## config.mk

```make
export PLATFORM = sky130hd
export DESIGN_NAME = uart_div_frame_ctrl_flat
export DESIGN_NICKNAME = d
export VERILOG_FILES = /design/src/rtl/uart_div_frame_ctrl_if.sv /design/src/rtl/uart_div_frame_ctrl.sv /design/src/flat_wrapper.sv
export SDC_FILE = /design/constraint.sdc
export NUM_CORES = 1
export LEC_CHECK = 0
export ABC_AREA = 1
export CORE_UTILIZATION = 60
export DETAILED_ROUTE_END_ITERATION = 8
export GPL_ROUTABILITY_DRIVEN = 0
export GPL_TIMING_DRIVEN = 0
export PLACE_DENSITY = 0.92
export SETUP_SLACK_MARGIN = 0.15
export SLEW_MARGIN = 10
export SYNTH_ARGS = -nofsm -noshare
export SYNTH_HDL_FRONTEND = slang
export SYNTH_SLANG_ARGS = --single-unit
```

## constraint.sdc

```tcl
create_clock -name clk -period 4.65 [get_ports clk]
set_input_delay 0.465 -clock clk [delete_from_list [all_inputs] [get_ports clk]]
set_output_delay 0.465 -clock clk [all_outputs]
set_load 0.03 [all_outputs]
```

## src/rtl/uart_div_frame_ctrl_if.sv

```systemverilog
// Byte handshake bundle between the UART pair and the divide controller.
// The slave side is the controller; the master side drives RX bytes and TX ready.
interface uart_div_frame_ctrl_if;
    logic       rx_valid;
    logic [7:0] rx_data;
    logic       tx_ready;
    logic       tx_valid;
    logic [7:0] tx_data;

    modport master (
        output rx_valid,
        output rx_data,
        output tx_ready,
        input  tx_valid,
        input  tx_data
    );

    modport slave (
        input  rx_valid,
        input  rx_data,
        input  tx_ready,
        output tx_valid,
        output tx_data
    );
endinterface

```

## src/rtl/uart_div_frame_ctrl.sv

```systemverilog
// Collects A and B little-endian from a byte stream, divides A / B with a
// sequential restoring divider and streams Q then R back out.
module uart_div_frame_ctrl #(
    parameter int OP_BYTES    = 2,
    parameter int GAP_TIMEOUT = 1000000
) (
    input  logic                    clk,
    input  logic                    rst,
    uart_div_frame_ctrl_if.slave    bus,
    output logic [8*OP_BYTES-1:0]   result_q,
    output logic [8*OP_BYTES-1:0]   result_r,
    output logic                    div_zero,
    output logic                    frame_err,
    output logic                    busy
);
    localparam int W  = 8 * OP_BYTES;
    localparam int NB = 2 * OP_BYTES;
    localparam int CW = $clog2(NB);
    localparam int BW = $clog2(W);
    localparam int GW = $clog2(GAP_TIMEOUT);

    localparam logic [1:0] S_IDLE = 2'd0;
    localparam logic [1:0] S_RX   = 2'd1;
    localparam logic [1:0] S_DIV  = 2'd2;
    localparam logic [1:0] S_TX   = 2'd3;

    if (OP_BYTES < 1 || OP_BYTES > 4) begin : g_bad_op
        $error("OP_BYTES must be 1..4");
    end
    if (GAP_TIMEOUT < 2) begin : g_bad_gap
        $error("GAP_TIMEOUT must be >= 2");
    end

    logic [1:0]    state;
    logic [CW-1:0] byte_cnt;
    logic [GW-1:0] gap_cnt;
    logic [2*W-1:0] opnd;
    logic [2*W-1:0] opnd_nx;
    logic [W-1:0]  rem;
    logic [W-1:0]  quo;
    logic [BW-1:0] bit_cnt;
    logic [CW-1:0] tx_idx;
    logic          tx_valid_q;
    logic [7:0]    tx_byte;

    logic [W-1:0] a_op;
    logic [W-1:0] b_op;
    logic [W:0]   shifted;
    logic [W-1:0] trial;
    logic         take;
    logic [W-1:0] rem_nx;
    logic [W-1:0] quo_nx;
    logic [2*W-1:0] tx_bytes;

    assign a_op = opnd[W-1:0];
    assign b_op = opnd[2*W-1:W];

    // W+1-bit partial remainder; the difference fits W bits whenever taken.
    assign shifted = {rem, quo[W-1]};
    assign take    = shifted >= {1'b0, b_op};
    assign trial   = shifted[W-1:0] - b_op;
    assign rem_nx  = take ? trial : shifted[W-1:0];
    assign quo_nx  = {quo[W-2:0], take};

    always_comb begin
        opnd_nx = opnd;
        for (int i = 0; i < NB; i++) begin
            if (byte_cnt == CW'(i)) begin
                opnd_nx[8*i +: 8] = bus.rx_data;
            end
        end
    end

    assign tx_bytes = {result_r, result_q};

    always_comb begin
        tx_byte = 8'h00;
        for (int i = 0; i < NB; i++) begin
            if (tx_idx == CW'(i)) begin
                tx_byte = tx_bytes[8*i +: 8];
            end
        end
    end

    assign bus.tx_valid = tx_valid_q;
    assign bus.tx_data  = tx_valid_q ? tx_byte : 8'h00;
    assign busy = (state == S_DIV) || (state == S_TX);

    always_ff @(posedge clk or negedge rst) begin
        if (!rst) begin
            state      <= S_IDLE;
            byte_cnt   <= '0;
            gap_cnt    <= '0;
            opnd       <= '0;
            rem        <= '0;
            quo        <= '0;
            bit_cnt    <= '0;
            tx_idx     <= '0;
            tx_valid_q <= 1'b0;
            result_q   <= '0;
            result_r   <= '0;
            div_zero   <= 1'b0;
            frame_err  <= 1'b0;
        end else begin
            frame_err <= 1'b0;
            unique case (state)
                S_IDLE: begin
                    if (bus.rx_valid) begin
                        opnd     <= {{(2*W-8){1'b0}}, bus.rx_data};
                        byte_cnt <= CW'(1);
                        gap_cnt  <= '0;
                        state    <= S_RX;
                    end
                end
                S_RX: begin
                    if (bus.rx_valid) begin
                        opnd    <= opnd_nx;
                        gap_cnt <= '0;
                        if (byte_cnt == CW'(NB-1)) begin
                            byte_cnt <= '0;
                            rem      <= '0;
                            quo      <= a_op;
                            bit_cnt  <= '0;
                            state    <= S_DIV;
                        end else begin
                            byte_cnt <= byte_cnt + CW'(1);
                        end
                    end else if (gap_cnt == GW'(GAP_TIMEOUT-1)) begin
                        frame_err <= 1'b1;
                        opnd      <= '0;
                        byte_cnt  <= '0;
                        gap_cnt   <= '0;
                        state     <= S_IDLE;
                    end else begin
                        gap_cnt <= gap_cnt + GW'(1);
                    end
                end
                S_DIV: begin
                    if (b_op == '0) begin
                        result_q   <= '1;
                        result_r   <= a_op;
                        div_zero   <= 1'b1;
                        tx_idx     <= '0;
                        tx_valid_q <= 1'b1;
                        state      <= S_TX;
                    end else begin
                        rem     <= rem_nx;
                        quo     <= quo_nx;
                        bit_cnt <= bit_cnt + BW'(1);
                        if (bit_cnt == BW'(W-1)) begin
                            result_q   <= quo_nx;
                            result_r   <= rem_nx;
                            div_zero   <= 1'b0;
                            tx_idx     <= '0;
                            tx_valid_q <= 1'b1;
                            state      <= S_TX;
                        end
                    end
                end
                S_TX: begin
                    if (tx_valid_q && bus.tx_ready) begin
                        if (tx_idx == CW'(NB-1)) begin
                            tx_idx     <= '0;
                            tx_valid_q <= 1'b0;
                            state      <= S_IDLE;
                        end else begin
                            tx_idx <= tx_idx + CW'(1);
                        end
                    end
                end
                default: state <= S_IDLE;
            endcase
        end
    end
endmodule

```

## src/flat_wrapper.sv

```systemverilog
// flat-port wrapper written by rule: the top's interface ports become plain ports
module uart_div_frame_ctrl_flat 
#(
    parameter int OP_BYTES    = 2,
    parameter int GAP_TIMEOUT = 1000000
)
  (clk, rst, result_q, result_r, div_zero, frame_err, busy, bus_rx_valid, bus_rx_data, bus_tx_ready, bus_tx_valid, bus_tx_data);
  uart_div_frame_ctrl_if bus_i ();
  input  logic clk;
  input  logic rst;
  output logic [8*OP_BYTES-1:0] result_q;
  output logic [8*OP_BYTES-1:0] result_r;
  output logic div_zero;
  output logic frame_err;
  output logic busy;
  input wire logic [$bits(bus_i.rx_valid)-1:0] bus_rx_valid;
  input wire logic [$bits(bus_i.rx_data)-1:0] bus_rx_data;
  input wire logic [$bits(bus_i.tx_ready)-1:0] bus_tx_ready;
  output wire logic [$bits(bus_i.tx_valid)-1:0] bus_tx_valid;
  output wire logic [$bits(bus_i.tx_data)-1:0] bus_tx_data;
  assign bus_i.rx_valid = bus_rx_valid;
  assign bus_i.rx_data = bus_rx_data;
  assign bus_i.tx_ready = bus_tx_ready;
  assign bus_tx_valid = bus_i.tx_valid;
  assign bus_tx_data = bus_i.tx_data;
  uart_div_frame_ctrl #(.OP_BYTES(OP_BYTES), .GAP_TIMEOUT(GAP_TIMEOUT)) u_core (.clk(clk), .rst(rst), .bus(bus_i), .result_q(result_q), .result_r(result_r), .div_zero(div_zero), .frame_err(frame_err), .busy(busy));
endmodule
```

==> impl_results.md, run 1 <==
- Outcome: complete, no violations
- Worst Path Required: 4180 ps
- Hold Slack: 513.6 ps
- Share of layout cells above drive strength 1: between 10% and 20%
- Final Cycle Share: 77.43%
- Syn Area/Cell: 7.528 um2
- Pwr per Cell Area: 889.3 mW/mm2
- Slew HR: 61.49%
- CTS buffer count: 17
- Syn. warnings: 0
- Syn Inst Count: 1029
- Post-CTS Setup Inserts: 0
- Setup TNS: 0 ps
- Remaining routing DRC violations: 0
- N_diodes: 0
- Sink Count: 129
- Latest clock arrival within the worst-skew pair: roughly 430 ps
- Top_reg_cell synth: dfrtp_1
- Drt first-iter violations: roughly 970
- GRT Overall Usage: 36.14%
- Max-cap violations: 0
- DPL Wire Length: 15.15 mm
- RR Startpoint: u_core.opnd[27]
- Slowest stage cell, crit path: clkdlybuf4s50_1
- I/O pins: 56
- Reg2Reg Setup Slack: 2280 ps
- Async S/R FF share, synth: 100.0%
- Fmax: about 280 MHz
- Wire per inst: 17.16 um
- CP Launch Point: u_core.tx_idx[1]
- Critical Path End Type: output pin
- Final WS setup: 1050 ps
- DRT antenna net count: 0
- Final setup viols: 0
- Site Rows: 41
- Clock transition at path regs: approximately 60 ps
- CTS tree: done
- Die area: 0.01337 mm2
- R2R Path End: u_core.result_q[0]
- Hold-fix buffers, CTS: 1
- Worst Skew: between 10 and 15 ps
- CP max stage delay: 600 ps
- CTS H-tree lvls: 4
- Final nets: between 1000 and 1500
- Vias: between 7000 and 8000
- Hold Vio Cnt, Final: 0
- Width of the die: 115.6 um
- RSZ-0062 raised after global routing: no
- Slew @ Worst Pin: 572.7 ps
- Fill cell count: 875
- Syn Nets: 1068
- CP Buf/Inv Count: 4
- FF+latch count, synth: 129
- Post-Syn Area: 0.007746 mm2
- Startpoint Class: register
- Layout Area Growth over Synthesis: 18.37%
- Crit path arrival time: roughly 3100 ps
- Routed vias/inst: 5.874
- WP depth: 11
- First-pass GRT wire length: 36.39 mm
- Root Driver: clkbuf_16
- CP max FO: 9
- Gr ovfl total: 0
- DP Worst Slack: 1657 ps
- Min-Delay Path Class: reg2reg
- Max Buffers Root-to-Sink: 2
- DR pass1 iterations: 5
- Fin crit period: about 3600 ps
- Cell family with most CP delay: buffers and inverters
- Distinct cells, synth: 48
- Crit-path cells: inv_1 > ha_1 > clkbuf_1 > inv_1 > nand2_1 > nor2_1 > a21oi_1 > o21ai_0 > o21ai_0 > nor2_1 > clkdlybuf4s50_1
- DRT Wirelength: around 22 mm
- Max IR drop VDD: 0.3415 mV
- Initial core utilization: roughly three fifths
- Leak pwr: 4.554 nW
- Post-CTS resize count: 0
- Number of port buffers: 55
- Register area share after synthesis: 41.67%
- WS Path Type: reg2out
- Largest net degree at the start of global routing: 91
- Antenna violations before repair: 1
- Die height: about 120 um
- Vias in the first global route: 7337
- Core Box Area: 0.01262 mm2
- R2R depth: 13
- Worst Setup EP: bus_tx_data[1]
- EDFF count, synth: 0
- Fin. max-slew vios: 0
routing by layer:
metal	global-route usage (%)	vias to the layer above	part of all wire, %
met2	58.40	450	48
li1	-	3469	-
met5	0	-	0
met4	26.41	0	6.3
met1	41.32	3529	38
met3	10.20	129	8.2
cells in the mapped netlist, types with 14 or more instances:
cell type  count  area (um2)
nand2_1      326        1224
dfrtp_1      129        3228
inv_1        116       435.4
nor2_1        85       319.1
nand3_1       63       315.3
a21oi_1       48       240.2
o21ai_0       37       185.2
ha_1          26       325.3
o21ai_2       21       183.9
a31oi_1       15       93.84
nand4_1       15       93.84
nand2_2       14       87.58
flip-flops by register name, summed over array words and instances, names as in the netlist, named ones only:
name / cells
u_core.opnd: 32
u_core.gap_cnt: 20
u_core.quo: 16
u_core.rem: 16
u_core.result_q: 16
u_core.result_r: 16
u_core.bit_cnt: 4
u_core.byte_cnt: 2
u_core.tx_idx: 2
u_core.bus.tx_valid: 1
u_core.div_zero: 1
u_core.frame_err: 1
u_core.state: 1
cells by family (layout without fill, tap and decap cells):
group	count (synthesis)	in the layout	synth area share [%]
and+or+nand+nor	541	541	30.64
buffers and inverters	164	253	9.465
AOI/OAI and AO/OA	157	157	12.52
DFF	129	129	41.67
adders and majority gates	27	27	4.458
xor gates and xnor gates	11	11	1.244
power breakdown:
part	switching [mW]	total (mW)	internal, mW
clock network	0.500	1.40	0.899
logic	3.25	4.91	1.66
registers	0.308	1.84	1.53
total	4.06	8.15	4.10
how the worst min path moves through the flow:
stage	from	end	slack, ps	depth (start not counted)
final	u_core.result_r[15]	u_core.result_r[15]	510	2
after global routing	u_core.quo[1]	u_core.quo[1]	530	2
after CTS	u_core.quo[1]	u_core.quo[1]	510	2
after detailed placement	rst	u_core.bit_cnt[3]	400	1
after global placement	u_core.div_zero	u_core.div_zero	460	2
after floorplan	rst	async pin	170	0
area by class of cell:
cell class              count  area (um2)  share of cell area [%]
clock inverters             8       126.4                   1.378
inverters                 131       491.7                   5.363
clock buffers              24       491.7                   5.363
plain buffers              33       241.5                   2.634
repair buffers             57       589.3                   6.427
multi-input cells         736        3785                   41.28
flip-flops and latches    129        3228                   35.21
well taps                 172       215.2                   2.347
metrics by stage:
step	area, um2	power (mW)	std cells	utilization [%]
final	9169	8.154	1290	72.66
after global routing	9169	8.738	1290	72.66
after CTS	9169	8.005	1290	72.66
after detailed placement	8541	6.470	1257	67.68
after global placement	8512	6.308	1256	67.45
after floorplan	7746	5.268	1029	-
cells in the final DEF, fill, tap and decap left out, types with 5 or more instances in the layout:
cell / n
nand2_1: 326
dfrtp_1: 129
inv_1: 116
nor2_1: 85
nand3_1: 63
clkdlybuf4s50_1: 54
a21oi_1: 48
o21ai_0: 37
ha_1: 26
o21ai_2: 21
clkbuf_16: 17
nand4_1: 15
a31oi_1: 15
nand2_2: 14
clkbuf_1: 13
o211ai_1: 13
nor3_1: 12
inv_2: 11
buf_2: 10
xor2_1: 8
buf_6: 6
o31ai_1: 6
nor2_2: 5
worst reg2reg max path: cells and delay by family, from the launching register on:
family	cells	cell delay [ps]
adders and majority gates	1	320
DFF	1	360
and+or+nand+nor	7	840
buffers and inverters	4	570
AOI/OAI and AO/OA	1	170
No activity file was read; power rests on OpenSTA's default activity.
==> run 2: changes to the inputs <==
==> constraint.sdc (replaced) <==
create_clock -name clk -period 3.45 [get_ports clk]
set_input_delay 0.345 -clock clk [delete_from_list [all_inputs] [get_ports clk]]
set_output_delay 0.345 -clock clk [all_outputs]
set_load 0.03 [all_outputs]
==> run 2 against run 1 <==
Non-clock buffer count did not move; combinational power rose by 35%; cell count unchanged; critical path depth is the same; global-route usage about the same; hold slack lost 110 ps; die area unchanged; clock skew fell by 2.6 ps; highest routed layer unchanged; utilization increased by 0.28 points; power up 35%.
==> impl_results.md, run 2 (synthesis results as in run 1) <==
- Slowest stage cell, crit path: dlygate4sd2_1
- N_diodes: 0 (unchanged)
- Root Driver: clkbuf_16
- Min-Delay Path Class: in2async
- Proportion of power drawn by combinational gates: 60.3% (about the same)
- Internal power: 5.532 mW (+35%)
- Max Buffers Root-to-Sink: 2 (unchanged)
- Clock transition at path regs: 60 ps (about the same)
- Fin. max-slew vios: 0 (unchanged)
- Flop pwr share: 22.6% (about the same)
- Final setup viols: 0 (unchanged)
- Inst Count DP: 1257 (unchanged)
- Site Rows: 41 (unchanged)
- Initial core utilization: 61.38% (unchanged)
- Crit-path cells: inv_1 > ha_1 > clkbuf_2 > inv_1 > nand2_1 > nor2_1 > a21oi_1 > o21ai_0 > o21ai_0 > nor2_1 > dlygate4sd2_1
- Share of layout cells above drive strength 1: 11.18% (+0.54 points)
- Final Cycle Share: about nine tenths
- Vias in the first global route: 7332 (-0.068%)
- Final nets: 1144 (unchanged)
- CTS tree: done
- Most frequent cells in the layout: nand2_1, dfrtp_1, inv_1
- Clock network power share: 17.1% (about the same)
- Max IR drop VDD: 0.4587 mV (+34%)
- Crit path arrival time: 2780 ps (-360 ps)
- Startpoint Class: register
- DRT antenna net count: 0 (unchanged)
- Sink Count: 129 (unchanged)
- Worst Skew: 7.820 ps (-2.605 ps)
- Critical Path End Type: output pin
- CP max FO: 9 (unchanged)
- Die area: 0.01337 mm2 (unchanged)
- Leak pwr: 4.685 nW (+2.9%)
- Latest clock arrival within the worst-skew pair: 430 ps (about the same)
- Hold Vio Cnt, Final: 0 (unchanged)
- Number of port buffers: 55 (unchanged)
- DPL Wire Length: 15.15 mm (unchanged)
- Slew @ Worst Pin: 570.9 ps (-1.892 ps)
- Commonest non-fill, non-tap cell in the layout: nand2_1
- Total power draw: 10.99 mW (+35%)
- Width of the die: 115.6 um (unchanged)
- I/O pins: 56 (unchanged)
- Die height: 115.6 um (unchanged)
- Largest Register: u_core.opnd
- Worst Path Required: 3110 ps (-1070 ps)
- Routed vias/inst: 5.871 (about the same)
- Core Box Area: 0.01262 mm2 (unchanged)
- Pwr per Cell Area: 1194 mW/mm2 (+34%)
- DR pass1 iterations: 7 (+2)
- Outcome: complete, no violations
- Max-cap violations: 0 (unchanged)
- GRT Overall Usage: 36.12% (about the same)
- CP max stage delay: 420 ps (-180 ps)
- Slew HR: 61.94% (+0.45 points)
- Switching share of total power: 49.66% (-0.094 points)
- Vias: 7573 (-0.053%)
- First-pass GRT wire length: 36.36 mm (about the same)
- Switching Power: 5.457 mW (+35%)
- Largest net degree at the start of global routing: 91 (unchanged)
- Drt first-iter violations: 912 (-5.7%)
- Remaining routing DRC violations: 0 (unchanged)
- RSZ-0062 raised after global routing: no
- Wire per inst: 17.11 um (-0.30%)
- WS Path Type: reg2out
- CTS buffer count: 17 (unchanged)
- Max FFs per register: 32 (unchanged)
- CTS H-tree lvls: 4 (unchanged)
- Layout Area Growth over Synthesis: 18.82%
- Fin crit period: 3129 ps
- DRT Wirelength: 22.08 mm (-0.30%)
- Fmax: 319.6 MHz
- Biggest regs: u_core.opnd x32, u_core.gap_cnt x20
- Fin util: 72.93% (+0.28 points)
- Final Non-Filler Cells: 1290 (unchanged)
- Gr ovfl total: 0 (unchanged)
- Antenna violations before repair: 1 (unchanged)
- Fill cell count: 866 (-1.0%)
[run 2: cell types whose count changed in the layout (fill, tap and decap cells not counted), moves of 2 or more]
cell,before,now
clkbuf_2,0,2
o31ai_1,6,3
o31ai_2,0,3
dlymetal6s2s_1,0,6
clkbuf_1,13,11
clkdlybuf4s50_1,54,47
[run 2: worst max-delay path, delay by kind of cell, from the launching register on]
family	cells	cell delay, ps
and+or+nand+nor	3	340
DFF	1	360
AOI/OAI and AO/OA	3	550
adders and majority gates	1	200
buffers and inverters	4	900
[run 2: repair_timing]
item	4_1_cts	5_1_grt
setup endpoints to repair	1	7
gates resized for setup	1	14
cloned	0	0
endpoints found under the hold margin	39	0
setup buffers	0	0
hold buffers	1	0
[run 2: area by class of cell]
type	count	area, um2	area share (%)
multi-input cells	736	3804	41.33
repair buffers	57	603.1	6.552
plain buffers	33	244.0	2.651
clock buffers	24	491.7	5.343
well taps	172	215.2	2.338
clock inverters	8	126.4	1.373
flip-flops and latches	129	3228	35.07
inverters	131	491.7	5.343
[run 2: worst paths after layout]
check / start / to / slack (ps) / depth (start not counted)
min in group clk: u_core.result_r[15] / u_core.result_r[15] / 510 / 2
max in group asynchronous: rst / u_core.opnd[26] / 2280 / 3
worst max-delay path: u_core.tx_idx[1] / bus_tx_data[2] / 320 / 11
worst max register to register: u_core.rem[11] / u_core.result_q[0] / 1080 / 12
worst min-delay path: rst / u_core.bit_cnt[3] / 410 / 2
worst min register to register: u_core.result_r[15] / u_core.result_r[15] / 510 / 2
[run 2: through the flow]
step / hold WS [ps] / area (um2) / setup TNS (ps) / worst slack, ps
finish: 406.5 / 9204 / 0 / 321.0
detailed placement: 278.3 / 8541 / 0 / 577.3
global route: 452.3 / 9204 / 0 / 169.8
CTS: 420.3 / 9168 / 0 / 168.3
global placement: 455.0 / 8512 / -361170 / -2807
floorplan: 49.41 / 7746 / 0 / 1341
[run 2: power by group through the flow]
| stage | clock, mW | combinational [mW] | sequential (mW) |
|---|---|---|---|
| floorplan | 0 | 4.45 | 2.65 |
| global placement | 0 | 6.07 | 2.44 |
| detailed placement | 0 | 6.27 | 2.46 |
| CTS | 1.88 | 6.45 | 2.46 |
| global route | 1.96 | 7.31 | 2.52 |
| finish | 1.88 | 6.62 | 2.48 |
[run 2: per-layer routing]
layer | GRT usage (%) | vias up | part of all wire, %
li1 | - | 3468 | -
met5 | 0 | - | 0
met4 | 26.15 | 0 | 6.3
met3 | 10.15 | 134 | 8.2
met1 | 41.28 | 3523 | 37
met2 | 58.52 | 448 | 48
==> run 3: changes to the inputs <==
--- a/config.mk
+++ b/config.mk
@@ -6,12 +6,15 @@
 export NUM_CORES = 1
 export LEC_CHECK = 0
 export ABC_AREA = 1
-export CORE_UTILIZATION = 60
+export CELL_PAD_IN_SITES_DETAIL_PLACEMENT = 0
+export CELL_PAD_IN_SITES_GLOBAL_PLACEMENT = 1
+export CORE_UTILIZATION = 44
 export DETAILED_ROUTE_END_ITERATION = 8
 export GPL_ROUTABILITY_DRIVEN = 0
 export GPL_TIMING_DRIVEN = 0
 export PLACE_DENSITY = 0.92
-export SETUP_SLACK_MARGIN = 0.15
+export SETUP_SLACK_MARGIN = 0.2
+export SKIP_CTS_REPAIR_TIMING = 1
 export SLEW_MARGIN = 10
 export SYNTH_ARGS = -nofsm -noshare
 export SYNTH_HDL_FRONTEND = slang
==> run 3 against run 2 <==
Cell count is 4.1% higher; hold slack worse by 5.3 ps; utilization is 20 points lower; register-to-register slack better by 60 ps; critical path depth is 2 lower; largest cell class unchanged.
==> impl_results.md, run 3 (synthesis results as in run 1) <==
- Die area: 0.01814 mm2 (+36%)
- Largest Register: u_core.opnd
- Clock transition at path regs: 60 ps (about the same)
- Hold Vio Cnt, Final: 0 (unchanged)
- Slew HR: 63.49% (+1.5 points)
- GRT Overall Usage: 24.23% (-12 points)
- Biggest regs: u_core.opnd x32, u_core.gap_cnt x20
- Sink Count: 129 (unchanged)
- Vias in the first global route: 6372 (-13%)
- Share of layout cells above drive strength 1: 10.82% (-0.36 points)
- Remaining routing DRC violations: 0 (unchanged)
- Width of the die: 134.7 um (+16%)
- Gr busiest metal: met2
- Slew @ Worst Pin: 547.7 ps (-23.17 ps)
- Proportion of power drawn by combinational gates: 60.7% (+0.4 points)
- Layout Area Growth over Synthesis: 18.48%
- Die height: 134.7 um (+16%)
- WS Path Type: reg2out
- Latest clock arrival within the worst-skew pair: 420 ps (about the same)
- RSZ-0062 raised after global routing: yes
- DPL Wire Length: 15.77 mm (+4.1%)
- Leak pwr: 4.653 nW (-0.69%)
- Total power draw: 10.44 mW (-5.0%)
- Startpoint Class: register
- Crit path arrival time: 2840 ps (+60 ps)
- Vias: 6833 (-9.8%)
- Final nets: 1144 (unchanged)
- Core Box Area: 0.01724 mm2 (+37%)
- Site Rows: 48 (+17%)
- Max IR drop VDD: 0.4571 mV (-0.34%)
- N_diodes: 0 (unchanged)
- First-pass GRT wire length: 33.60 mm (-7.6%)
- Met1 GRT Util: 31.97% (-9.3 points)
- DRT Wirelength: 20.51 mm (-7.1%)
- Worst Skew: 13.21 ps (+5.386 ps)
- Switching Power: 5.188 mW (-4.9%)
- Max-cap violations: 0 (unchanged)
- Flop pwr share: 23.6% (+1.0 points)
- Internal power: 5.249 mW (-5.1%)
- DP Area: 0.008607 mm2 (+0.78%)
- DRT antenna net count: 0 (unchanged)
- Most frequent cells in the layout: nand2_1, dfrtp_1, inv_1
- Commonest non-fill, non-tap cell in the layout: nand2_1
- Critical Path End Type: output pin
- Met2 usage: 40.06% (-18 points)
- I/O pins: 56 (unchanged)
- Fin util: 53.24% (-20 points)
- Max Buffers Root-to-Sink: 2 (unchanged)
- Min-Delay Path Class: in2async
- Pwr per Cell Area: 1137 mW/mm2 (-4.8%)
- Root Driver: clkbuf_16
- Antenna violations before repair: 0 (-1)
- DR pass1 iterations: 5 (-2)
- Outcome: complete, no violations
- Worst Path Required: 3110 ps (about the same)
- Wire per inst: 15.27 um (-11%)
- Largest net degree at the start of global routing: 90 (-1.1%)
- Fmax: 314.0 MHz (-1.7%)
- Gr ovfl total: 0 (unchanged)
- Final Cycle Share: 92.31% (+1.6 points)
- Met3 Use GR: 3.378% (-6.8 points)
- Final setup viols: 0 (unchanged)
- Fin crit period: 3185 ps (+55.63 ps)
- CP max FO: 10 (+1)
- Number of port buffers: 55 (unchanged)
- Max FFs per register: 32 (unchanged)
- Initial core utilization: 44.94% (-16 points)
- Design area: 0.009178 mm2 (-0.29%)
- CTS H-tree lvls: 4 (unchanged)
- CTS tree: done
- CTS buffer count: 17 (unchanged)
- Routed vias/inst: 5.088 (-13%)
- Switching share of total power: 49.71% (+0.050 points)
- Fin. max-slew vios: 0 (unchanged)
- Drt first-iter violations: 518 (-43%)
- Clock network power share: 15.7% (-1.4 points)
## run 3: path summary, 6_finish.rpt
check,startpoint,end,slack [ps],cells after the start
worst max-delay path,u_core.tx_idx[0],bus_tx_data[4],270,9
worst min-delay path,rst,u_core.bit_cnt[3],400,2
worst max register to register,u_core.rem[9],u_core.result_r[5],1140,13
worst min register to register,u_core.div_zero,u_core.div_zero,480,2
max in group asynchronous,rst,u_core.rem[0],2260,3
min in group clk,u_core.div_zero,u_core.div_zero,480,2
## run 3: worst max-delay path: stages, from the launching register on
cell and delay (ps):
dfrtp_1 410, inv_1 130, ha_1 210, clkbuf_1 260, clkbuf_2 260, a21oi_1 90, o31ai_1 110, o21ai_0 140
nor2_1 120, clkdlybuf4s50_1 690
## run 3: through the flow
| step | hold slack [ps] | TNS (ps) | setup slack [ps] | std cells |
|---|---|---|---|---|
| CTS | -158.9 | 0 | 73.40 | 1342 |
| detailed placement | 287.3 | 0 | 547.1 | 1310 |
| floorplan | 49.41 | 0 | 1341 | 1029 |
| finish | 401.2 | 0 | 265.4 | 1343 |
| global route | 452.7 | 0 | 34.36 | 1343 |
| global placement | 454.9 | -395310 | -3073 | 1309 |
## run 3: power groups by stage
| stage | combinational (mW) | clock (mW) | sequential (mW) |
|---|---|---|---|
| after CTS | 6.32 | 1.66 | 2.45 |
| after detailed placement | 6.28 | 0 | 2.47 |
| after global routing | 7.10 | 1.74 | 2.53 |
| after floorplan | 4.45 | 0 | 2.65 |
| final | 6.33 | 1.64 | 2.46 |
| after global placement | 6.25 | 0 | 2.46 |
## run 3: layout make-up
type | count | area, um2
multi-input combinational | 736 | 3785
fill | 1652 | 8059
clock buffer | 21 | 460.4
tap | 225 | 281.5
timing repair buffer | 57 | 606.8
buffer | 33 | 242.7
inverter | 131 | 491.7
clock inverter | 11 | 81.33
sequential | 129 | 3228
## run 3: layer usage
metal | wire length [um] | up-vias
met5 | 0 | -
met4 | 522 | 0
met3 | 850 | 34
met2 | 9875 | 187
met1 | 9262 | 3138
li1 | - | 3474
